<file path="src/rtl/bigfont_pkg.sv">
// bigfont_pkg: glyph indices, banner geometry, banner string and FSM states for the PACMAN banner
package bigfont_pkg;
  localparam logic [2:0] GLYPH_P = 3'd0, GLYPH_A = 3'd1, GLYPH_C = 3'd2, GLYPH_M = 3'd3, GLYPH_N = 3'd4;
  localparam int GLYPH_ROWS = 64, GLYPH_W = 24, BANNER_LEN = 6;
  localparam logic [2:0] BANNER [BANNER_LEN] = '{GLYPH_P, GLYPH_A, GLYPH_C, GLYPH_M, GLYPH_A, GLYPH_N};
  typedef enum logic [1:0] {S_IDLE, S_REVEAL, S_BLINK} state_t;
endpackage

</file>
<file path="src/rtl/bigfont_slot_decode.sv">
// bigfont_slot_decode: banner column -> letter slot and bit column (i_col in, o_slot/o_bitcol out)
module bigfont_slot_decode
  import bigfont_pkg::*;
(
  input  logic [7:0] i_col,
  output logic [2:0] o_slot,
  output logic [4:0] o_bitcol
);
  logic [7:0] w_base;
  assign o_slot = i_col < 8'(GLYPH_W)     ? 3'd0 :
                  i_col < 8'(GLYPH_W * 2) ? 3'd1 :
                  i_col < 8'(GLYPH_W * 3) ? 3'd2 :
                  i_col < 8'(GLYPH_W * 4) ? 3'd3 :
                  i_col < 8'(GLYPH_W * 5) ? 3'd4 : 3'd5;
  assign w_base   = 8'(o_slot) * 8'(GLYPH_W);
  assign o_bitcol = 5'(i_col - w_base);
endmodule

</file>
<file path="src/rtl/bigfont_banner_ctrl.sv">
// bigfont_banner_ctrl: maps DrawX/DrawY to big-font ROM address, 2-cycle pixel_on with reveal/blink animation; done while blinking
module bigfont_banner_ctrl
  import bigfont_pkg::*;
#(
  parameter int X0 = 208,
  parameter int Y0 = 96,
  parameter int REVEAL_FRAMES = 15,
  parameter int BLINK_FRAMES = 30
) (
  input  logic        Clk,
  input  logic        Reset,
  input  logic        enable,
  input  logic        frame_start,
  input  logic [9:0]  DrawX,
  input  logic [9:0]  DrawY,
  output logic [8:0]  rom_addr,
  input  logic [23:0] rom_data,
  output logic        pixel_on,
  output logic        done
);
  localparam logic [9:0] LX0 = 10'(X0), LX1 = 10'(X0 + BANNER_LEN * GLYPH_W);
  localparam logic [9:0] LY0 = 10'(Y0), LY1 = 10'(Y0 + GLYPH_ROWS);
  logic [7:0] w_col;
  logic [5:0] w_row;
  logic [2:0] w_slot, r_slot;
  logic [4:0] w_bitcol, r_bitcol;
  logic       w_in_box, r_in_box;
  state_t     r_state, w_state;
  logic [4:0] r_frame_cnt, w_frame_cnt;
  logic [2:0] r_letters, w_letters;
  logic       r_blink_vis, w_blink_vis;
  assign w_col    = 8'(DrawX - LX0);
  assign w_row    = 6'(DrawY - LY0);
  assign w_in_box = DrawX >= LX0 && DrawX < LX1 && DrawY >= LY0 && DrawY < LY1;
  assign done     = r_state == S_BLINK;
  bigfont_slot_decode u_dec (.i_col(w_col), .o_slot(w_slot), .o_bitcol(w_bitcol));
  always_comb begin
    w_state     = r_state;
    w_frame_cnt = r_frame_cnt;
    w_letters   = r_letters;
    w_blink_vis = r_blink_vis;
    if (!enable) begin
      w_state     = S_IDLE;
      w_frame_cnt = '0;
      w_letters   = '0;
      w_blink_vis = 1'b1;
    end else if (r_state == S_IDLE) begin
      w_state   = S_REVEAL;
      w_letters = 3'd1;
    end else if (frame_start) begin
      w_frame_cnt = r_frame_cnt + 5'd1;
      if (r_state == S_REVEAL && r_frame_cnt == 5'(REVEAL_FRAMES - 1)) begin
        w_frame_cnt = '0;
        if (r_letters < 3'(BANNER_LEN)) w_letters = r_letters + 3'd1;
        else begin
          w_state     = S_BLINK;
          w_blink_vis = 1'b1;
        end
      end
      if (r_state == S_BLINK && r_frame_cnt == 5'(BLINK_FRAMES - 1)) begin
        w_frame_cnt = '0;
        w_blink_vis = !r_blink_vis;
      end
    end
  end
  always_ff @(posedge Clk) begin
    if (Reset) begin
      r_state     <= S_IDLE;
      r_frame_cnt <= '0;
      r_letters   <= '0;
      r_blink_vis <= 1'b1;
      rom_addr    <= '0;
      r_slot      <= '0;
      r_bitcol    <= '0;
      r_in_box    <= 1'b0;
      pixel_on    <= 1'b0;
    end else begin
      r_state     <= w_state;
      r_frame_cnt <= w_frame_cnt;
      r_letters   <= w_letters;
      r_blink_vis <= w_blink_vis;
      rom_addr    <= w_in_box ? {BANNER[w_slot], w_row} : '0;
      r_slot      <= w_slot;
      r_bitcol    <= w_bitcol;
      r_in_box    <= w_in_box;
      // ROM MSB is the leftmost pixel; eligibility is judged against the state at this stage
      pixel_on    <= r_in_box && rom_data[5'd23 - r_bitcol] &&
                     (r_state == S_BLINK || r_slot < r_letters) && r_blink_vis;
    end
  end
endmodule

</file>
<file path="config.mk">
export PLATFORM = sky130hd
export DESIGN_NAME = bigfont_banner_ctrl
export DESIGN_NICKNAME = d
export VERILOG_FILES = /design/src/rtl/bigfont_pkg.sv /design/src/rtl/bigfont_slot_decode.sv /design/src/rtl/bigfont_banner_ctrl.sv
export SDC_FILE = /design/constraint.sdc
export NUM_CORES = 1
export LEC_CHECK = 0
export BUFFER_PORTS_ARGS = -buffer_cell sky130_fd_sc_hd__clkbuf_2
export CELL_PAD_IN_SITES_DETAIL_PLACEMENT = 1
export CELL_PAD_IN_SITES_GLOBAL_PLACEMENT = 1
export CORE_MARGIN = 5
export CORE_UTILIZATION = 30
export DETAILED_ROUTE_END_ITERATION = 7
export GPL_TIMING_DRIVEN = 0
export MAX_ROUTING_LAYER = met4
export PLACE_DENSITY = 0.75
export RECOVER_POWER = 25
export SYNTH_ARGS = -nofsm -noshare
export SYNTH_HDL_FRONTEND = slang
export SYNTH_HIERARCHICAL = 1
export SYNTH_SLANG_ARGS = --single-unit
export TNS_END_PERCENT = 1
</file>
<file path="constraint.sdc">
create_clock -name Clk -period 2.2 [get_ports Clk]
set_clock_uncertainty 0.2 [all_clocks]
set_input_delay 0 -clock Clk [delete_from_list [all_inputs] [get_ports Clk]]
set_output_delay 0 -clock Clk [all_outputs]
set_load 0.005 [all_outputs]
</file>
* Word-level counts from Yosys, hierarchy flattened *
Memories as Yosys holds them, arrays and structs flattened. A register that Yosys moved wholly into a read port is not among the register bits.
Cells that the tools add are included.

storage, ports and cells
  flip-flop bits (word level) = 30
  memory bits (read-only) = 24
  output and inout bits = 11
  logic and storage cells = 89
  memories kept = 1

cells by class
  add/sub/neg operators = 6
  $mul = 1
  $lt $le $gt $ge = 13
  eq/ne operators = 6
  mux-type cells = 22
  bitwise operators = 5
  reduce and logical (&&, ||, !) cells = 24

memories
  memory           depth  width  rd ports  clocked after memory_dff  write ports  RTL line                   text
  (no name shown)  8      3      1         1                         0            bigfont_banner_ctrl.sv:82  rom_addr <= w_in_box ? {BANNER[w_slot], w_row} : '0;

operators by type and width
  cell                 number
  $lt 8x7->1 const B   3
  $mux 3               6
  $mux 1               13
  $reduce_and 3->1     4
  $ge 10x7->1 const B  1
  $ge 10x8->1 const B  1
  $lt 10x8->1 const B  1
  $lt 10x9->1 const B  1
  $mux 5               2
  $logic_and 1x1->1    8
  $lt 8x5->1 const B   1
  $lt 8x6->1 const B   1
  $reduce_bool 2->1    4
  $sub 8x8->8 const B  1
  $lt 5x6->1 const B   1
  $sub 6x6->6 const B  1
  $add 5x1->5 const B  1
  $bmux 1 s5           1
  $eq 5x4->1 const B   1
  $eq 5x5->1 const B   1
  $sub 5x5->5          1
  $sub 5x5->5 const A  1
  $ge 4x4->1 const B   1
  $not 1->1            4
  16 further kinds     17

* Longest topological paths before layout *
Gate-level depths: netlist of the first run.

  depth in word-level cells = 11
  depth in mapped cells = 11
  gate-level depth less buffers = 11

* By module *
The synthesis of the first run kept the hierarchy.

modules (own cells, without submodules)
  module               times used  cells each  area an instance (um2)  sequential area each (um2)
  bigfont_banner_ctrl  1           144         1455.1                  600.6
  bigfont_slot_decode  1           28          195.2                   0.0

* Worst setup path before layout of the first run *
OpenSTA, ideal clock, no wires.

  kind = input-to-reg
  start = input DrawX[4]
  end = register r_bitcol[4]
  arrival = 2.024 ns
  setup slack = -0.090 ns
  stages on the path = 11
  path through = inv_1 > ha_1 > xnor2_1 > inv_1 > maj3_1 > o21ai_1 > ha_1 > inv_1 > o2111a_1 > a2111oi_1 > nor2b_1

between the ends
  word-level cells in the longest chain between the ends = 9

ends and longest elaborated chain
  what                   RTL line                   text
  start, declared        bigfont_banner_ctrl.sv:14  input logic [9:0] DrawX,
  $sub 8x8->8 (*)        bigfont_banner_ctrl.sv:32  assign w_col = 8'(DrawX - LX0);
  named net w_col[6]     bigfont_banner_ctrl.sv:23  logic [7:0] w_col;
  $lt 8x7->1             bigfont_slot_decode.sv:14  i_col < 8'(GLYPH_W * 5) ? 3'd4 : 3'd5;
  $mux 1                 bigfont_slot_decode.sv:14
  $mux 3                 bigfont_slot_decode.sv:13  i_col < 8'(GLYPH_W * 4) ? 3'd3 :
  $mux 3                 bigfont_slot_decode.sv:12  i_col < 8'(GLYPH_W * 3) ? 3'd2 :
  $mux 3                 bigfont_slot_decode.sv:11  i_col < 8'(GLYPH_W * 2) ? 3'd1 :
  $mux 3 (*)             bigfont_slot_decode.sv:10  assign o_slot = i_col < 8'(GLYPH_W) ? 3'd0 :
  named net w_slot[0]    bigfont_banner_ctrl.sv:25  logic [2:0] w_slot, r_slot;
  $mul 3x2->2 (*)        bigfont_slot_decode.sv:15  assign w_base = 8'(o_slot) * 8'(GLYPH_W);
  $sub 5x5->5 (*)        bigfont_slot_decode.sv:16  assign o_bitcol = 5'(i_col - w_base);
  named net w_bitcol[4]  bigfont_banner_ctrl.sv:26  logic [4:0] w_bitcol, r_bitcol;
  end signal, assigned   bigfont_banner_ctrl.sv:84  r_bitcol <= w_bitcol;
  end, declared          bigfont_banner_ctrl.sv:26

The timed path passes the listed nets; every way through them passes the cells marked *.
A chain may end at the register's enable or synchronous reset.

* Worst setup path after layout of the first run *
  start = register r_frame_cnt[1]
  end = register r_state[1]

between the ends
  word-level cells in the longest chain between the ends = 3

ends and longest elaborated chain
  what                               RTL line                   text
  start, declared                    bigfont_banner_ctrl.sv:29  logic [4:0] r_frame_cnt, w_frame_cnt;
  start signal, assigned             bigfont_banner_ctrl.sv:79  r_frame_cnt <= w_frame_cnt;
  $eq 5x4->1                         bigfont_banner_ctrl.sv:52  if (r_state == S_REVEAL && r_frame_cnt == 5'(REVEAL_FRAMES - 1)) begin
  $logic_and 1x1->1                  bigfont_banner_ctrl.sv:52
  $reduce_and 3->1 (no source line)  -
  end signal, assigned               bigfont_banner_ctrl.sv:78  r_state <= w_state;
  end, declared                      bigfont_banner_ctrl.sv:28  state_t r_state, w_state;

Every way passes these cells.

==> results of run 1 <==
cell usage in the layout (no fill, tap or decap), types with 7 or more instances in the layout:
| cell type | netlist | final |
|---|---|---|
| sky130_fd_sc_hd__clkbuf_2 | 0 | 54 |
| sky130_fd_sc_hd__inv_1 | 15 | 14 |
| sky130_fd_sc_hd__a21oi_1 | 9 | 9 |
| sky130_fd_sc_hd__nand2_1 | 10 | 10 |
| sky130_fd_sc_hd__dlygate4sd3_1 | 0 | 19 |
| sky130_fd_sc_hd__dfxtp_1 | 30 | 29 |
| sky130_fd_sc_hd__and2_1 | 7 | 7 |
| sky130_fd_sc_hd__nor2b_1 | 12 | 12 |
| sky130_fd_sc_hd__nor2_1 | 12 | 12 |
| sky130_fd_sc_hd__ha_1 | 9 | 7 |
final cells by class:
class | count | area share [%]
Tap cell | 72 | 3.80
Clock inverter | 3 | 0.898
Clock buffer | 5 | 2.90
Multi-Input combinational cell | 121 | 42.1
Timing Repair Buffer | 80 | 21.0
Buffer | 6 | 1.53
Sequential cell | 30 | 25.4
Inverter | 15 | 2.38
kinds of logic after synthesis:
logic type      share of synthesized area, %
buf+inv                                 5.61
simple gates                            23.1
compound gates                          14.9
fa+ha+maj                               7.43
xor+xnor                                3.18
mux                                     9.40
flops                                   36.4
what timing repair did:
item / in CTS / in global routing
hold buffers: 19 / 0
pin swaps: 2 / 1
hold endpoints to repair: 18 / 0
resized for setup: 2 / 6
endpoints found under the setup margin: 1 / 5
setup buffers: 2 / 1
synth_stat cells, types with 2 or more instances:
cell and instances:
sky130_fd_sc_hd__nor2_1 12, sky130_fd_sc_hd__or2_2 2, sky130_fd_sc_hd__nor4_1 2, sky130_fd_sc_hd__and3_1 3, sky130_fd_sc_hd__and3b_1 2, sky130_fd_sc_hd__o21ai_0 6
sky130_fd_sc_hd__nor3b_1 2, sky130_fd_sc_hd__a21oi_1 9, sky130_fd_sc_hd__buf_2 2, sky130_fd_sc_hd__a211oi_1 4, sky130_fd_sc_hd__nor2b_1 12, sky130_fd_sc_hd__ha_1 9
sky130_fd_sc_hd__dfxtp_1 30, sky130_fd_sc_hd__and2_1 7, sky130_fd_sc_hd__mux2i_1 2, sky130_fd_sc_hd__xor2_1 4, sky130_fd_sc_hd__nand2_1 10, sky130_fd_sc_hd__mux4_2 6
sky130_fd_sc_hd__inv_1 15, sky130_fd_sc_hd__buf_4 3, sky130_fd_sc_hd__a21o_1 2, sky130_fd_sc_hd__xnor2_1 2
worst paths after layout:
| path | from | endpoint | slack (ns) | depth (start not counted) |
|---|---|---|---|---|
| worst min-delay path | DrawY[9] | rom_addr[8] | -0.004 | 4 |
| worst max register to register | r_frame_cnt[1] | r_state[1] | 0.13 | 6 |
| worst min register to register | r_in_box | pixel_on | 0.28 | 2 |
| worst max-delay path | r_frame_cnt[1] | r_state[1] | 0.13 | 6 |
power groups by stage:
stage	sequential (mW)	clock (mW)	combinational [mW]
2_1_floorplan	0.584	0	0.139
3_3_place_gp	0.586	0	0.203
3_5_place_dp	0.587	0	0.211
4_1_cts	0.575	0.461	0.244
5_1_grt	0.577	0.489	0.275
6_report	0.575	0.452	0.248
per-layer routing:
layer	track usage (%)	up-vias	wire, µm
met1	13.5	748	1720
li1	-	780	-
met5	-	-	0
met3	3.53	8	168
met2	22.7	28	2380
met4	5.70	0	68
flip-flops by register name, summed over array words and instances (netlist names):
signal	count
rom_addr	9
r_bitcol	5
r_frame_cnt	5
r_letters	3
r_slot	3
r_state	2
pixel_on	1
r_blink_vis	1
r_in_box	1
worst max-delay path: stages, from the launching register on:
cell,delay [ns]
sky130_fd_sc_hd__dfxtp_1,0.41
sky130_fd_sc_hd__ha_1,0.20
sky130_fd_sc_hd__nand4bb_1,0.18
sky130_fd_sc_hd__nor3_4,0.27
sky130_fd_sc_hd__a31oi_1,0.12
sky130_fd_sc_hd__nor2_1,0.08
sky130_fd_sc_hd__dlygate4sd3_1,0.54
per-stage QoR:
step | setup TNS, ns | hold slack [ns] | power, mW
3_3_place_gp | -0.370 | -0.00213 | 0.789
2_1_floorplan | 0 | -0.128 | 0.722
4_1_cts | 0 | 0.00422 | 1.28
6_report | 0 | -0.00418 | 1.27
5_1_grt | -0.0167 | 0.00631 | 1.34
3_5_place_dp | -0.382 | -0.00115 | 0.798
==> impl_results.html, run 1 <==
<table>
<tr><th>Metric</th><th>Value</th></tr>
<tr><th colspan="2">Timing</th></tr>
<tr><td>Max_slew headroom</td><td>58.8%</td></tr>
<tr><td>Unrepaired setup endpoints after global routing</td><td>yes</td></tr>
<tr><td>Max frequency</td><td>0.484 GHz</td></tr>
<tr><td>Post-route minimum period</td><td>2.07 ns</td></tr>
<tr><td>Ratio of final minimum period to clock period</td><td>93.9%</td></tr>
<tr><td>Post-route worst hold slack</td><td>-0.00418 ns</td></tr>
<tr><td>Final hold violations</td><td>2</td></tr>
<tr><td>Actual transition at the worst max-transition pin</td><td>0.611 ns</td></tr>
<tr><td>Final worst setup slack</td><td>0.135 ns</td></tr>
<tr><td>Number of setup violations in the final report</td><td>0</td></tr>
<tr><td>Final count of pins violating max slew</td><td>0</td></tr>
<tr><th colspan="2">Synthesis</th></tr>
<tr><td>Average cell area after synthesis</td><td>9.59 µm²</td></tr>
<tr><td>Cell type contributing the most total cell area after synthesis</td><td>sky130_fd_sc_hd__dfxtp_1</td></tr>
<tr><td>Number of enable-type register cells in the synthesized netlist</td><td>0</td></tr>
<tr><td>Most instantiated flip-flop cell in the synthesis netlist</td><td>sky130_fd_sc_hd__dfxtp_1</td></tr>
<tr><td>Synthesis-stage register bit count</td><td>30</td></tr>
<tr><td>Cell types with the largest area share after synthesis</td><td>sky130_fd_sc_hd__dfxtp_1 (36%), sky130_fd_sc_hd__mux4_2 (8.2%), sky130_fd_sc_hd__ha_1 (6.8%)</td></tr>
<tr><td>Post-synth net total</td><td>229</td></tr>
<tr><td>Synthesized instance count</td><td>172</td></tr>
<tr><td>Netlist Area Pre-Place</td><td>1650 µm²</td></tr>
<tr><td>Post-synthesis cell type count</td><td>48</td></tr>
<tr><td>Portion of the post-synthesis area used by sequential elements</td><td>36.4%</td></tr>
<tr><td>Post-synth ARST share</td><td>0%</td></tr>
<tr><td>Fraction of post-synthesis cell area in the top cell type by area</td><td>36.4%</td></tr>
<tr><td>Synth Warn #</td><td>9</td></tr>
<tr><th colspan="2">CTS</th></tr>
<tr><td>Clock buffers created by TritonCTS</td><td>5</td></tr>
<tr><td>Clock tree from TritonCTS</td><td>yes</td></tr>
<tr><td>Root Buffer Master</td><td>sky130_fd_sc_hd__clkbuf_8</td></tr>
<tr><td>Clock slew at reported path FFs</td><td>0.07 ns</td></tr>
<tr><td>CTS max path bufs</td><td>2</td></tr>
<tr><td>Clk sink count</td><td>30</td></tr>
<tr><td>Insertion delay of the later-clocked pin in the worst-skew pair</td><td>0.29 ns</td></tr>
<tr><td>Depth of the CTS H-tree</td><td>2</td></tr>
<tr><th colspan="2">Layout</th></tr>
<tr><td>Post-synthesis to final-layout area growth</td><td>43.6%</td></tr>
<tr><td>Total number of nets in the final design</td><td>316</td></tr>
<tr><td>Final standard cell count with taps included and fillers excluded</td><td>332</td></tr>
<tr><td>Number of fillers in the final layout</td><td>654</td></tr>
<tr><td>Finished Cell Area</td><td>2370 µm²</td></tr>
<tr><td>Fin util</td><td>43.6%</td></tr>
<tr><td>Area used by multi-input combinational logic</td><td>997 µm²</td></tr>
<tr><td>Register Area</td><td>602 µm²</td></tr>
<tr><td>Number of inserted diodes</td><td>0</td></tr>
<tr><td>Fraction of layout cells with a size suffix above 1</td><td>36.5%</td></tr>
<tr><th colspan="2">Critical path</th></tr>
<tr><td>Required arrival time at the worst endpoint</td><td>2.23 ns</td></tr>
<tr><td>Critical Path Start Type</td><td>flop</td></tr>
<tr><td>Critical Path AT</td><td>2.10 ns</td></tr>
<tr><td>Maximum fanout along the worst path</td><td>7</td></tr>
<tr><td>Type of the worst setup path</td><td>flop to flop</td></tr>
<tr><td>Kind of end point of the critical path</td><td>flop</td></tr>
<tr><th colspan="2">Floorplanning</th></tr>
<tr><td># rows</td><td>27</td></tr>
<tr><td>Starting utilization of the core area</td><td>30.3%</td></tr>
<tr><td>Floorplan die area</td><td>7080 µm²</td></tr>
<tr><td>I/O pins</td><td>59</td></tr>
<tr><td>Die Y</td><td>84.2 µm</td></tr>
<tr><td>Width of the die</td><td>84.2 µm</td></tr>
<tr><td>Core area</td><td>5440 µm²</td></tr>
<tr><th colspan="2">Place</th></tr>
<tr><td>Number of buffer cells added on primary ports</td><td>58</td></tr>
<tr><td>DP HPWL</td><td>3300 µm</td></tr>
<tr><td>Inst Count DP</td><td>302</td></tr>
<tr><td>Cell Area, Placed</td><td>2040 µm²</td></tr>
<tr><td>Gp weighted congestion</td><td>0.778</td></tr>
<tr><td>Pre-CTS setup slack</td><td>-0.382 ns</td></tr>
<tr><th colspan="2">Power</th></tr>
<tr><td>Leak pwr</td><td>1.06 nW</td></tr>
<tr><td>Switching power summed over all nets</td><td>0.350 mW</td></tr>
<tr><td>Cell Int Power</td><td>0.925 mW</td></tr>
<tr><td>Fraction of power consumed by the clock network</td><td>35.5%</td></tr>
<tr><td>Combinational share of power</td><td>19.4%</td></tr>
<tr><td>Switching share of total power</td><td>27.4%</td></tr>
<tr><td>Peak VDD IR</td><td>0.000214 V</td></tr>
<tr><td>Relative contribution of sequential cells to total power</td><td>45.1%</td></tr>
<tr><td>Pwr Density</td><td>538 nW/µm²</td></tr>
<tr><th colspan="2">Detailed routing</th></tr>
<tr><td>Number of violations reported at the end of detailed-routing iteration 0</td><td>38</td></tr>
<tr><td>Via count</td><td>1564</td></tr>
<tr><td>Detail Route Antenna Nets</td><td>0</td></tr>
<tr><td>Avg Vias per Cell</td><td>4.71</td></tr>
<tr><td>WL/cell</td><td>13.1 µm</td></tr>
<tr><td>DRC violations left</td><td>0</td></tr>
<tr><td>First-pass iteration count of the detailed router</td><td>4</td></tr>
<tr><td>Total wirelength of the detailed-routed design</td><td>4350 µm</td></tr>
<tr><th colspan="2">Run</th></tr>
<tr><td>Max Cap Viol</td><td>0</td></tr>
<tr><th colspan="2">Run status</th></tr>
<tr><td>Violated checks</td><td>hold timing</td></tr>
<tr><td>Run status</td><td>finished, violations left</td></tr>
<tr><th colspan="2">Global route</th></tr>
<tr><td>Overflow after GRT</td><td>0</td></tr>
<tr><td>Global-route usage over all layers</td><td>13.0%</td></tr>
<tr><td>Maximum number of pins on one net before global-route repair</td><td>12</td></tr>
<tr><td>Number of global-route vias before repair</td><td>1683</td></tr>
<tr><td>Number of antenna violations at the first check in global routing</td><td>0</td></tr>
<tr><td>Wire length of the first global-routing pass</td><td>7250 µm</td></tr>
<tr><th colspan="2">Hold path</th></tr>
<tr><td>Class of the most critical hold timing path</td><td>input port to flop</td></tr>
</table>
Power figures use the tool's default switching activity.
==> run 2: changes to the inputs <==
clock period = 1.7 ns   (was 2.2 ns; I/O delays follow)
==> run 2 against run 1 <==
- global-route usage rose by 0.51 points
- routed wire length rose by 3.6%
- setup slack got worse by 0.29 ns
- die area did not move
- non-clock buffer count fell by 2
- clock power rose by 58%
- the run ends with setup timing left
- core utilization rose by 2.5 points
- critical endpoint is now r_bitcol[4]
- register-to-register slack got worse by 0.19 ns
- sequential share of layout area fell by 1.1 points
==> impl_results.html, run 2 (synthesis gave the netlist of run 1 again) <==
<table>
<tr><th>Metric</th><th>Value</th></tr>
<tr><th colspan="2">Timing</th></tr>
<tr><td>Max_slew headroom</td><td>66.8% (was 58.8%)</td></tr>
<tr><td>Setup TNS</td><td>-0.261 ns (was 0 ns)</td></tr>
<tr><td>Post-route worst hold slack</td><td>0.0260 ns (was -0.00418 ns)</td></tr>
<tr><td>Final worst setup slack</td><td>-0.156 ns (was 0.135 ns)</td></tr>
<tr><td>Number of setup violations in the final report</td><td>3 (was 0)</td></tr>
<tr><td>Final count of pins violating max slew</td><td>0 (unchanged)</td></tr>
<tr><td>Actual transition at the worst max-transition pin</td><td>0.498 ns (was 0.611 ns)</td></tr>
<tr><td>Post-route minimum period</td><td>1.86 ns</td></tr>
<tr><td>Ratio of final minimum period to clock period</td><td>109%</td></tr>
<tr><td>Max frequency</td><td>0.539 GHz</td></tr>
<tr><td>Unrepaired setup endpoints after global routing</td><td>yes (unchanged)</td></tr>
<tr><td>Final hold violations</td><td>0 (was 2)</td></tr>
<tr><th colspan="2">Run status</th></tr>
<tr><td>Violated checks</td><td>setup timing (was hold timing)</td></tr>
<tr><td>Run status</td><td>finished, violations left (unchanged)</td></tr>
<tr><th colspan="2">Power</th></tr>
<tr><td>Relative contribution of sequential cells to total power</td><td>40.6% (was 45.1%)</td></tr>
<tr><td>Pwr Density</td><td>732 nW/µm² (was 538 nW/µm²)</td></tr>
<tr><td>Leak pwr</td><td>1.10 nW (was 1.06 nW)</td></tr>
<tr><td>Switching power summed over all nets</td><td>0.453 mW (was 0.350 mW)</td></tr>
<tr><td>Switching share of total power</td><td>24.7% (was 27.4%)</td></tr>
<tr><td>Peak VDD IR</td><td>0.000454 V (was 0.000214 V)</td></tr>
<tr><td>Fraction of power consumed by the clock network</td><td>39.0% (was 35.5%)</td></tr>
<tr><td>Combinational share of power</td><td>20.4% (was 19.4%)</td></tr>
<tr><td>Cell Int Power</td><td>1.38 mW (was 0.925 mW)</td></tr>
<tr><th colspan="2">Detailed routing</th></tr>
<tr><td>WL/cell</td><td>13.6 µm (was 13.1 µm)</td></tr>
<tr><td>Total wirelength of the detailed-routed design</td><td>4500 µm (was 4350 µm)</td></tr>
<tr><td>First-pass iteration count of the detailed router</td><td>4 (unchanged)</td></tr>
<tr><td>Via count</td><td>1548 (was 1564)</td></tr>
<tr><td>Detail Route Antenna Nets</td><td>0 (unchanged)</td></tr>
<tr><td>DRC violations left</td><td>0 (unchanged)</td></tr>
<tr><td>Avg Vias per Cell</td><td>4.69 (was 4.71)</td></tr>
<tr><td>Number of violations reported at the end of detailed-routing iteration 0</td><td>29 (was 38)</td></tr>
<tr><th colspan="2">Critical path</th></tr>
<tr><td>Crit-path max cell delay</td><td>0.32 ns (was 0.54 ns)</td></tr>
<tr><td>Required arrival time at the worst endpoint</td><td>1.72 ns (was 2.23 ns)</td></tr>
<tr><td>Launching point of the worst reg2reg path</td><td>r_frame_cnt[0] (was r_frame_cnt[1])</td></tr>
<tr><td>Critical Path AT</td><td>1.87 ns (was 2.10 ns)</td></tr>
<tr><td>Maximum fanout along the worst path</td><td>5 (was 7)</td></tr>
<tr><td>Critical Path Start Type</td><td>input port (was flop)</td></tr>
<tr><td>Type of the worst setup path</td><td>input port to flop (was flop to flop)</td></tr>
<tr><td>Start point of the critical path</td><td>DrawX[4] (was r_frame_cnt[1])</td></tr>
<tr><td>Cells traversed along the worst timing path</td><td>clkbuf_16 &gt; inv_12 &gt; ha_4 &gt; xnor2_4 &gt; inv_1 &gt; maj3_2 &gt; o21ai_4 &gt; ha_4 &gt; inv_2 &gt; o2111a_1 &gt; a2111oi_2 &gt; nor2b_2 (was ha_1 &gt; nand4bb_1 &gt; nor3_4 &gt; a31oi_1 &gt; nor2_1 &gt; dlygate4sd3_1)</td></tr>
<tr><td>Crit path top cell by count</td><td>sky130_fd_sc_hd__ha_4</td></tr>
<tr><td>Kind of end point of the critical path</td><td>flop (unchanged)</td></tr>
<tr><td>Cell at the slowest stage of the critical path</td><td>sky130_fd_sc_hd__maj3_2 (was sky130_fd_sc_hd__dlygate4sd3_1)</td></tr>
<tr><th colspan="2">Layout</th></tr>
<tr><td>Fraction of layout cells with a size suffix above 1</td><td>42.6% (was 36.5%)</td></tr>
<tr><td>Finished Cell Area</td><td>2510 µm² (was 2370 µm²)</td></tr>
<tr><td>Number of inserted diodes</td><td>0 (unchanged)</td></tr>
<tr><td>Register with the highest flop count</td><td>rom_addr (unchanged)</td></tr>
<tr><td>Post-synthesis to final-layout area growth</td><td>51.9% (was 43.6%)</td></tr>
<tr><td>Total number of nets in the final design</td><td>314 (was 316)</td></tr>
<tr><td>Biggest registers after layout</td><td>rom_addr x9, r_bitcol x5, r_frame_cnt x5 (unchanged)</td></tr>
<tr><td>Final standard cell count with taps included and fillers excluded</td><td>330 (was 332)</td></tr>
<tr><td>Most common cell after layout, fill and taps aside</td><td>sky130_fd_sc_hd__clkbuf_2 (unchanged)</td></tr>
<tr><td>Max reg flops</td><td>9 (unchanged)</td></tr>
<tr><td>Commonest cells after routing, fill and taps aside</td><td>sky130_fd_sc_hd__clkbuf_2 (50), sky130_fd_sc_hd__dfxtp_1 (24), sky130_fd_sc_hd__dlygate4sd3_1 (14), sky130_fd_sc_hd__nor2_1 (11) (was sky130_fd_sc_hd__clkbuf_2 (54), sky130_fd_sc_hd__dfxtp_1 (29), sky130_fd_sc_hd__dlygate4sd3_1 (19), sky130_fd_sc_hd__inv_1 (14))</td></tr>
<tr><th colspan="2">Floorplanning</th></tr>
<tr><td>Die Y</td><td>84.2 µm (unchanged)</td></tr>
<tr><td>Core area</td><td>5440 µm² (unchanged)</td></tr>
<tr><td>Floorplan die area</td><td>7080 µm² (unchanged)</td></tr>
<tr><td>Width of the die</td><td>84.2 µm (unchanged)</td></tr>
<tr><td>Starting utilization of the core area</td><td>30.3% (unchanged)</td></tr>
<tr><td># rows</td><td>27 (unchanged)</td></tr>
<tr><td>I/O pins</td><td>59 (unchanged)</td></tr>
<tr><th colspan="2">Place</th></tr>
<tr><td>Number of buffer cells added on primary ports</td><td>58 (unchanged)</td></tr>
<tr><td>DP HPWL</td><td>3460 µm (was 3300 µm)</td></tr>
<tr><td>Cell Area, Placed</td><td>2100 µm² (was 2040 µm²)</td></tr>
<tr><td>Pre-CTS setup slack</td><td>-0.734 ns (was -0.382 ns)</td></tr>
<tr><td>Gp weighted congestion</td><td>0.752 (was 0.778)</td></tr>
<tr><td>Inst Count DP</td><td>302 (unchanged)</td></tr>
<tr><th colspan="2">CTS</th></tr>
<tr><td>Clock tree from TritonCTS</td><td>yes (unchanged)</td></tr>
<tr><td>Depth of the CTS H-tree</td><td>2 (unchanged)</td></tr>
<tr><td>Clock slew at reported path FFs</td><td>0.07 ns (about the same)</td></tr>
<tr><td>CTS max path bufs</td><td>2 (unchanged)</td></tr>
<tr><td>Clock buffers created by TritonCTS</td><td>5 (unchanged)</td></tr>
<tr><td>Root Buffer Master</td><td>sky130_fd_sc_hd__clkbuf_8 (unchanged)</td></tr>
<tr><td>Insertion delay of the later-clocked pin in the worst-skew pair</td><td>0.28 ns (was 0.29 ns)</td></tr>
<tr><td>Clk sink count</td><td>30 (unchanged)</td></tr>
<tr><th colspan="2">Global route</th></tr>
<tr><td>Wire length of the first global-routing pass</td><td>7600 µm (was 7250 µm)</td></tr>
<tr><td>Number of global-route vias before repair</td><td>1718 (was 1683)</td></tr>
<tr><td>Global-route usage over all layers</td><td>13.5% (was 13.0%)</td></tr>
<tr><td>Maximum number of pins on one net before global-route repair</td><td>12 (unchanged)</td></tr>
<tr><td>Number of antenna violations at the first check in global routing</td><td>0 (unchanged)</td></tr>
<tr><td>Overflow after GRT</td><td>0 (unchanged)</td></tr>
<tr><th colspan="2">Hold path</th></tr>
<tr><td>Hold path startpoint</td><td>DrawY[6] (was DrawY[9])</td></tr>
<tr><td>Class of the most critical hold timing path</td><td>input port to flop (unchanged)</td></tr>
<tr><th colspan="2">Run</th></tr>
<tr><td>Max Cap Viol</td><td>0 (unchanged)</td></tr>
</table>
-- run 2: cell types whose count changed in the layout (fill, tap and decap cells not counted), moves of 2 or more --
cell	previous run	this run
sky130_fd_sc_hd__buf_4	6	8
sky130_fd_sc_hd__clkbuf_1	5	7
sky130_fd_sc_hd__clkbuf_16	0	2
sky130_fd_sc_hd__clkbuf_2	54	50
sky130_fd_sc_hd__dfxtp_1	29	24
sky130_fd_sc_hd__dfxtp_2	1	6
sky130_fd_sc_hd__dlygate4sd3_1	19	14
sky130_fd_sc_hd__ha_2	2	0
sky130_fd_sc_hd__ha_4	0	2
sky130_fd_sc_hd__inv_1	14	10
sky130_fd_sc_hd__inv_2	1	3
sky130_fd_sc_hd__nor2b_1	12	10
sky130_fd_sc_hd__nor2b_2	0	2
-- run 2: cell type report --
cell class	count	area, µm²
multi-input cells	121	1070
well taps	72	90.1
clock buffers	5	68.8
clock inverters	3	45.0
repair buffers	78	513
inverters	15	76.3
fillers	635	2930
plain buffers	6	38.8
flip-flops and latches	30	608
-- run 2: what timing repair did --
item / 4_1_cts / 5_1_grt
hold endpoints to repair: 21 / 0
pin swaps: 6 / 3
hold buffers: 15 / 0
setup endpoints to repair: 11 / 11
gates resized for setup: 17 / 11
buffers inserted: 5 / 0
-- run 2: per-layer routing --
metal	vias to the layer above	GRT usage [%]	share of wire, %	routed length (µm)
li1	775	-	-	-
met1	741	13.3	37	1680
met2	27	25.6	58	2620
met3	5	3.73	3.6	161
met4	0	3.80	1.0	46
met5	-	-	0	0
-- run 2: worst paths after layout --
kind                                endpoint  slack, ns  cells after the start
worst max register to register  r_letters[0]      -0.06                      7
worst max-delay path             r_bitcol[4]      -0.16                     12
worst min register to register      pixel_on       0.29                      2
worst min-delay path                r_in_box       0.03                      3
-- run 2: through the flow --
| step | power (mW) | util, % |
|---|---|---|
| final | 1.83 | 46.1 |
| after global routing | 1.93 | 46.1 |
| after CTS | 1.86 | 45.7 |
| after detailed placement | 1.06 | 38.6 |
| after global placement | 1.04 | 38.6 |
| after floorplan | 0.951 | - |
-- run 2: critical path, delay by kind of cell --
family          cells  cell delay (ns)
simple gates        1             0.18
buf+inv             4             0.26
xor+xnor            1             0.17
fa+ha+maj           3             0.64
compound gates      3             0.61
-- run 2: power groups by stage --
| stage | Clock, mW | Sequential, mW | Combinational (mW) |
|---|---|---|---|
| 3_3_place_gp | 0 | 0.759 | 0.285 |
| 3_5_place_dp | 0 | 0.761 | 0.296 |
| 5_1_grt | 0.769 | 0.747 | 0.412 |
| 6_report | 0.715 | 0.745 | 0.374 |
| 2_1_floorplan | 0 | 0.755 | 0.196 |
| 4_1_cts | 0.746 | 0.745 | 0.370 |
==> run 3: changes to the inputs <==
ABC_AREA = 1   (was not set)
PLACE_DENSITY = 0.79   (was 0.75)
==> run 3 against run 2 <==
- register-to-register slack improved by 0.19 ns
- the run still ends with setup timing left
- cell count increased by 36%
- die area increased by 9.5%
- count of clock-buffer cells in the layout increased by 2
- critical endpoint unchanged
==> impl_results.html, run 3 <==
<table>
<tr><th>Metric</th><th>Value</th></tr>
<tr><th colspan="2">Critical path</th></tr>
<tr><td>Crit path top cell by count</td><td>sky130_fd_sc_hd__nand2_2 (was sky130_fd_sc_hd__ha_4)</td></tr>
<tr><td>Crit-path max cell delay</td><td>0.20 ns (was 0.32 ns)</td></tr>
<tr><td>Kind of end point of the critical path</td><td>flop (unchanged)</td></tr>
<tr><td>Critical Path Start Type</td><td>input port (unchanged)</td></tr>
<tr><td>Launching point of the worst reg2reg path</td><td>r_frame_cnt[0] (unchanged)</td></tr>
<tr><td>Depth of the worst register-to-register path</td><td>7 (unchanged)</td></tr>
<tr><td>Maximum fanout along the worst path</td><td>4 (was 5)</td></tr>
<tr><td>Start point of the critical path</td><td>DrawX[4] (unchanged)</td></tr>
<tr><td>Cells traversed along the worst timing path</td><td>clkbuf_16 &gt; o21ai_4 &gt; xor2_4 &gt; nor2_4 &gt; nand2_2 &gt; nand2_4 &gt; nor2_4 &gt; nor2_4 &gt; ha_4 &gt; inv_2 &gt; nand2_2 &gt; nand2_4 &gt; inv_2 &gt; nand3_2 &gt; nand2_2 &gt; nand2_2 &gt; nand2_1 &gt; inv_1 &gt; nor2_1 (was clkbuf_16 &gt; inv_12 &gt; ha_4 &gt; xnor2_4 &gt; inv_1 &gt; maj3_2 &gt; o21ai_4 &gt; ha_4 &gt; inv_2 &gt; o2111a_1 &gt; a2111oi_2 &gt; nor2b_2)</td></tr>
<tr><td>Reg-to-reg setup timing slack</td><td>0.13 ns (was -0.06 ns)</td></tr>
<tr><td>Worst r2r dst</td><td>r_letters[1] (was r_letters[0])</td></tr>
<tr><td>Cell at the slowest stage of the critical path</td><td>sky130_fd_sc_hd__o21ai_4 (was sky130_fd_sc_hd__maj3_2)</td></tr>
<tr><td>Capturing element of the worst setup path</td><td>r_bitcol[4] (unchanged)</td></tr>
<tr><td>Type of the worst setup path</td><td>input port to flop (unchanged)</td></tr>
<tr><td>Required arrival time at the worst endpoint</td><td>1.72 ns (about the same)</td></tr>
<tr><td>Critical Path AT</td><td>1.75 ns (was 1.87 ns)</td></tr>
<tr><th colspan="2">Place</th></tr>
<tr><td>DP HPWL</td><td>3840 µm (was 3460 µm)</td></tr>
<tr><td>Number of buffer cells added on primary ports</td><td>57 (was 58)</td></tr>
<tr><td>Pre-CTS setup slack</td><td>-0.527 ns (was -0.734 ns)</td></tr>
<tr><td>Inst Count DP</td><td>417 (was 302)</td></tr>
<tr><td>Gp weighted congestion</td><td>0.763 (was 0.752)</td></tr>
<tr><th colspan="2">Global route</th></tr>
<tr><td>Number of antenna violations at the first check in global routing</td><td>0 (unchanged)</td></tr>
<tr><td>Maximum number of pins on one net before global-route repair</td><td>11 (was 12)</td></tr>
<tr><td>M3 GR Usage</td><td>3.39% (was 3.73%)</td></tr>
<tr><td>Met1 Usage GRT</td><td>16.6% (was 13.3%)</td></tr>
<tr><td>Number of global-route vias before repair</td><td>2178 (was 1718)</td></tr>
<tr><td>Global Route met2 Usage</td><td>28.5% (was 25.6%)</td></tr>
<tr><td>GRT busiest layer</td><td>met2 (unchanged)</td></tr>
<tr><td>Overflow after GRT</td><td>0 (unchanged)</td></tr>
<tr><td>Global-route usage over all layers</td><td>15.6% (was 13.5%)</td></tr>
<tr><td>Wire length of the first global-routing pass</td><td>9300 µm (was 7600 µm)</td></tr>
<tr><th colspan="2">Layout</th></tr>
<tr><td>Final standard cell count with taps included and fillers excluded</td><td>450 (was 330)</td></tr>
<tr><td>Max reg flops</td><td>9 (unchanged)</td></tr>
<tr><td>Register with the highest flop count</td><td>rom_addr (unchanged)</td></tr>
<tr><td>Total number of nets in the final design</td><td>431 (was 314)</td></tr>
<tr><td>Fin util</td><td>46.1% (about the same)</td></tr>
<tr><td>Most common cell after layout, fill and taps aside</td><td>sky130_fd_sc_hd__nand2_1 (was sky130_fd_sc_hd__clkbuf_2)</td></tr>
<tr><td>Number of inserted diodes</td><td>0 (unchanged)</td></tr>
<tr><td>Biggest registers after layout</td><td>rom_addr x9, r_bitcol x5, r_frame_cnt x5 (unchanged)</td></tr>
<tr><td>Post-synthesis to final-layout area growth</td><td>49.2% (was 51.9%)</td></tr>
<tr><td>Fraction of layout cells with a size suffix above 1</td><td>29.1% (was 42.6%)</td></tr>
<tr><td>Commonest cells after routing, fill and taps aside</td><td>sky130_fd_sc_hd__nand2_1 (68), sky130_fd_sc_hd__inv_1 (54), sky130_fd_sc_hd__clkbuf_2 (48) (was sky130_fd_sc_hd__clkbuf_2 (50), sky130_fd_sc_hd__dfxtp_1 (24), sky130_fd_sc_hd__dlygate4sd3_1 (14), sky130_fd_sc_hd__nor2_1 (11))</td></tr>
<tr><th colspan="2">Floorplanning</th></tr>
<tr><td># rows</td><td>28 (was 27)</td></tr>
<tr><td>Starting utilization of the core area</td><td>30.9% (was 30.3%)</td></tr>
<tr><td>I/O pins</td><td>59 (unchanged)</td></tr>
<tr><td>Floorplan die area</td><td>7760 µm² (was 7080 µm²)</td></tr>
<tr><td>Width of the die</td><td>88.1 µm (was 84.2 µm)</td></tr>
<tr><td>Die Y</td><td>88.1 µm (was 84.2 µm)</td></tr>
<tr><td>Core area</td><td>5920 µm² (was 5440 µm²)</td></tr>
<tr><th colspan="2">Timing</th></tr>
<tr><td>Post-route worst hold slack</td><td>0.00514 ns (was 0.0260 ns)</td></tr>
<tr><td>Final worst setup slack</td><td>-0.0280 ns (was -0.156 ns)</td></tr>
<tr><td>Number of setup violations in the final report</td><td>1 (was 3)</td></tr>
<tr><td>Actual transition at the worst max-transition pin</td><td>0.265 ns (was 0.498 ns)</td></tr>
<tr><td>Ratio of final minimum period to clock period</td><td>102% (was 109%)</td></tr>
<tr><td>Post-route minimum period</td><td>1.73 ns (was 1.86 ns)</td></tr>
<tr><td>Max_slew headroom</td><td>82.3% (was 66.8%)</td></tr>
<tr><td>Final count of pins violating max slew</td><td>0 (unchanged)</td></tr>
<tr><td>Unrepaired setup endpoints after global routing</td><td>yes (unchanged)</td></tr>
<tr><td>Final hold violations</td><td>0 (unchanged)</td></tr>
<tr><td>Setup TNS</td><td>-0.0280 ns (was -0.261 ns)</td></tr>
<tr><td>Max frequency</td><td>0.579 GHz (was 0.539 GHz)</td></tr>
<tr><th colspan="2">Synthesis</th></tr>
<tr><td>Post-synthesis cell type count</td><td>25 (was 48)</td></tr>
<tr><td>Post-synth ARST share</td><td>0% (unchanged)</td></tr>
<tr><td>Arithmetic-cell share of the synthesized area counting full adders, half adders and majority gates</td><td>6.16% (was 7.43%)</td></tr>
<tr><td>Fraction of the mapped netlist area in compound gates</td><td>4.92% (was 14.9%)</td></tr>
<tr><td>Dominant combinational cell family by area after synthesis</td><td>simple AND/OR/NAND/NOR gates (unchanged)</td></tr>
<tr><td>XOR/XNOR Fraction of Synth Area</td><td>2.39% (was 3.18%)</td></tr>
<tr><td>Cell types with the largest area share after synthesis</td><td>sky130_fd_sc_hd__dfxtp_1 (33%), sky130_fd_sc_hd__nand2_1 (15%), sky130_fd_sc_hd__inv_1 (12%) (was sky130_fd_sc_hd__dfxtp_1 (36%), sky130_fd_sc_hd__mux4_2 (8.2%), sky130_fd_sc_hd__ha_1 (6.8%))</td></tr>
<tr><td>Cell type contributing the most total cell area after synthesis</td><td>sky130_fd_sc_hd__dfxtp_1 (unchanged)</td></tr>
<tr><td>Mux contribution to synthesized area</td><td>0% (was 9.40%)</td></tr>
<tr><td>Synth Warn #</td><td>9 (unchanged)</td></tr>
<tr><td>Average cell area after synthesis</td><td>6.42 µm² (was 9.59 µm²)</td></tr>
<tr><td>Synthesized instance count</td><td>285 (was 172)</td></tr>
<tr><td>Netlist Area Pre-Place</td><td>1830 µm² (was 1650 µm²)</td></tr>
<tr><td>Portion of the post-synthesis area used by sequential elements</td><td>32.8% (was 36.4%)</td></tr>
<tr><td>Commonest cells post-synth</td><td>sky130_fd_sc_hd__nand2_1 (72), sky130_fd_sc_hd__inv_1 (59), sky130_fd_sc_hd__nand3_1 (32), sky130_fd_sc_hd__dfxtp_1 (30), sky130_fd_sc_hd__nor2_1 (30) (was sky130_fd_sc_hd__dfxtp_1 (30), sky130_fd_sc_hd__inv_1 (15), sky130_fd_sc_hd__nor2_1 (12), sky130_fd_sc_hd__nor2b_1 (12), sky130_fd_sc_hd__nand2_1 (10))</td></tr>
<tr><td>Fraction of post-synthesis cell area in the top cell type by area</td><td>32.8% (was 36.4%)</td></tr>
<tr><td>Most instantiated flip-flop cell in the synthesis netlist</td><td>sky130_fd_sc_hd__dfxtp_1 (unchanged)</td></tr>
<tr><td>Post-synth net total</td><td>342 (was 229)</td></tr>
<tr><td>Synthesis-stage register bit count</td><td>30 (unchanged)</td></tr>
<tr><td>Number of enable-type register cells in the synthesized netlist</td><td>0 (unchanged)</td></tr>
<tr><td>Most frequent cell after synthesis</td><td>sky130_fd_sc_hd__nand2_1 (was sky130_fd_sc_hd__dfxtp_1)</td></tr>
<tr><td>Synthesized-area fraction occupied by and/or/nand/nor cells</td><td>38.6% (was 23.1%)</td></tr>
<tr><th colspan="2">Power</th></tr>
<tr><td>Relative contribution of sequential cells to total power</td><td>40.5% (was 40.6%)</td></tr>
<tr><td>Peak VDD IR</td><td>0.000341 V (was 0.000454 V)</td></tr>
<tr><td>Pwr Density</td><td>675 nW/µm² (was 732 nW/µm²)</td></tr>
<tr><td>Combinational share of power</td><td>27.0% (was 20.4%)</td></tr>
<tr><td>Fraction of power consumed by the clock network</td><td>32.5% (was 39.0%)</td></tr>
<tr><td>Cell Int Power</td><td>1.29 mW (was 1.38 mW)</td></tr>
<tr><td>Switching power summed over all nets</td><td>0.550 mW (was 0.453 mW)</td></tr>
<tr><td>Switching share of total power</td><td>29.9% (was 24.7%)</td></tr>
<tr><td>Leak pwr</td><td>1.41 nW (was 1.10 nW)</td></tr>
<tr><th colspan="2">Hold path</th></tr>
<tr><td>Class of the most critical hold timing path</td><td>input port to flop (unchanged)</td></tr>
<tr><td>Hold path startpoint</td><td>rom_data[3] (was DrawY[6])</td></tr>
<tr><th colspan="2">CTS</th></tr>
<tr><td>Insertion delay of the later-clocked pin in the worst-skew pair</td><td>0.28 ns (about the same)</td></tr>
<tr><td>Clock slew at reported path FFs</td><td>0.06 ns (was 0.07 ns)</td></tr>
<tr><td>Depth of the CTS H-tree</td><td>2 (unchanged)</td></tr>
<tr><td>Clk sink count</td><td>30 (unchanged)</td></tr>
<tr><td>Clock tree from TritonCTS</td><td>yes (unchanged)</td></tr>
<tr><td>Clock buffers created by TritonCTS</td><td>5 (unchanged)</td></tr>
<tr><td>Root Buffer Master</td><td>sky130_fd_sc_hd__clkbuf_8 (unchanged)</td></tr>
<tr><td>CTS max path bufs</td><td>2 (unchanged)</td></tr>
<tr><th colspan="2">Detailed routing</th></tr>
<tr><td>Avg Vias per Cell</td><td>4.43 (was 4.69)</td></tr>
<tr><td>Total wirelength of the detailed-routed design</td><td>5340 µm (was 4500 µm)</td></tr>
<tr><td>Via count</td><td>1993 (was 1548)</td></tr>
<tr><td>Number of violations reported at the end of detailed-routing iteration 0</td><td>48 (was 29)</td></tr>
<tr><td>DRC violations left</td><td>0 (unchanged)</td></tr>
<tr><td>WL/cell</td><td>11.9 µm (was 13.6 µm)</td></tr>
<tr><td>Detail Route Antenna Nets</td><td>0 (unchanged)</td></tr>
<tr><td>First-pass iteration count of the detailed router</td><td>3 (was 4)</td></tr>
<tr><th colspan="2">Run</th></tr>
<tr><td>Max Cap Viol</td><td>0 (unchanged)</td></tr>
<tr><th colspan="2">Run status</th></tr>
<tr><td>Violated checks</td><td>setup timing (unchanged)</td></tr>
<tr><td>Run status</td><td>finished, violations left (unchanged)</td></tr>
</table>
[run 3: cell count changes after synthesis, sizes merged, moves of 4 or more]
cell	previous run	this run
nand2	10	79
a211oi	4	0
and2	7	0
nor2	12	39
inv	15	61
nand3	0	32
nor2b	13	0
mux4	6	0
[run 3: cell families after synthesis]
logic type,after synthesis
AO/OA/AOI/OAI,16
XOR/XNOR,5
adder cells (fa/ha/maj),9
buffers and inverters,67
flip-flops,30
AND/OR/NAND/NOR,158
[run 3: worst min-delay path by stage]
| stage | to | slack (ns) | cells after the start |
|---|---|---|---|
| 2_1_floorplan | rom_addr[5] | -0.13 | 1 |
| 3_3_place_gp | rom_addr[5] | -0.01 | 2 |
| 3_5_place_dp | rom_addr[5] | 0.002 | 2 |
| 4_1_cts | pixel_on | 0.0003 | 7 |
| 5_1_grt | rom_addr[2] | 0.07 | 6 |
| 6_report | pixel_on | 0.005 | 7 |
[run 3: layer usage]
layer	part of all wire, %	routed length [µm]
met1	41	2180
met2	52	2770
met3	5.4	289
met4	1.8	97
met5	0	0
[run 3: cell type report]
class | count | area (µm²)
Fill cell | 771 | 3190
Multi-Input combinational cell | 188 | 1090
Sequential cell | 30 | 602
Timing Repair Buffer | 82 | 562
Inverter | 61 | 241
Tap cell | 75 | 93.8
Clock buffer | 7 | 86.3
Buffer | 6 | 46.3
Clock inverter | 1 | 5.00
[run 3: power groups by stage]
| stage | sequential (mW) | clock (mW) | combinational, mW |
|---|---|---|---|
| final | 0.745 | 0.599 | 0.497 |
| after floorplan | 0.756 | 0 | 0.247 |
| after global routing | 0.749 | 0.655 | 0.560 |
| after global placement | 0.760 | 0 | 0.342 |
| after CTS | 0.746 | 0.625 | 0.463 |
| after detailed placement | 0.761 | 0 | 0.357 |
[run 3: repair_timing]
action / 4_1_cts / 5_1_grt
hold endpoints to repair: 24 / 0
hold buffers: 19 / 0
pin swaps: 13 / 19
gates resized for setup: 26 / 8
buffers inserted: 5 / 2
endpoints found under the setup margin: 1 / 3
[run 3: worst max-delay path: cells and delay by family]
kind                       cells  cell delay [ns]
xor gates and xnor gates       1             0.12
adders and majority gates      1             0.17
AOI/OAI and AO/OA              1             0.20
and+or+nand+nor               12             0.98
buffers and inverters          4             0.28
[run 3: through the flow]
stage	area [µm²]	total power [mW]
final	2730	1.84
after global routing	2730	1.96
after CTS	2690	1.83
after detailed placement	2260	1.12
after global placement	2260	1.10
after floorplan	1880	1.00
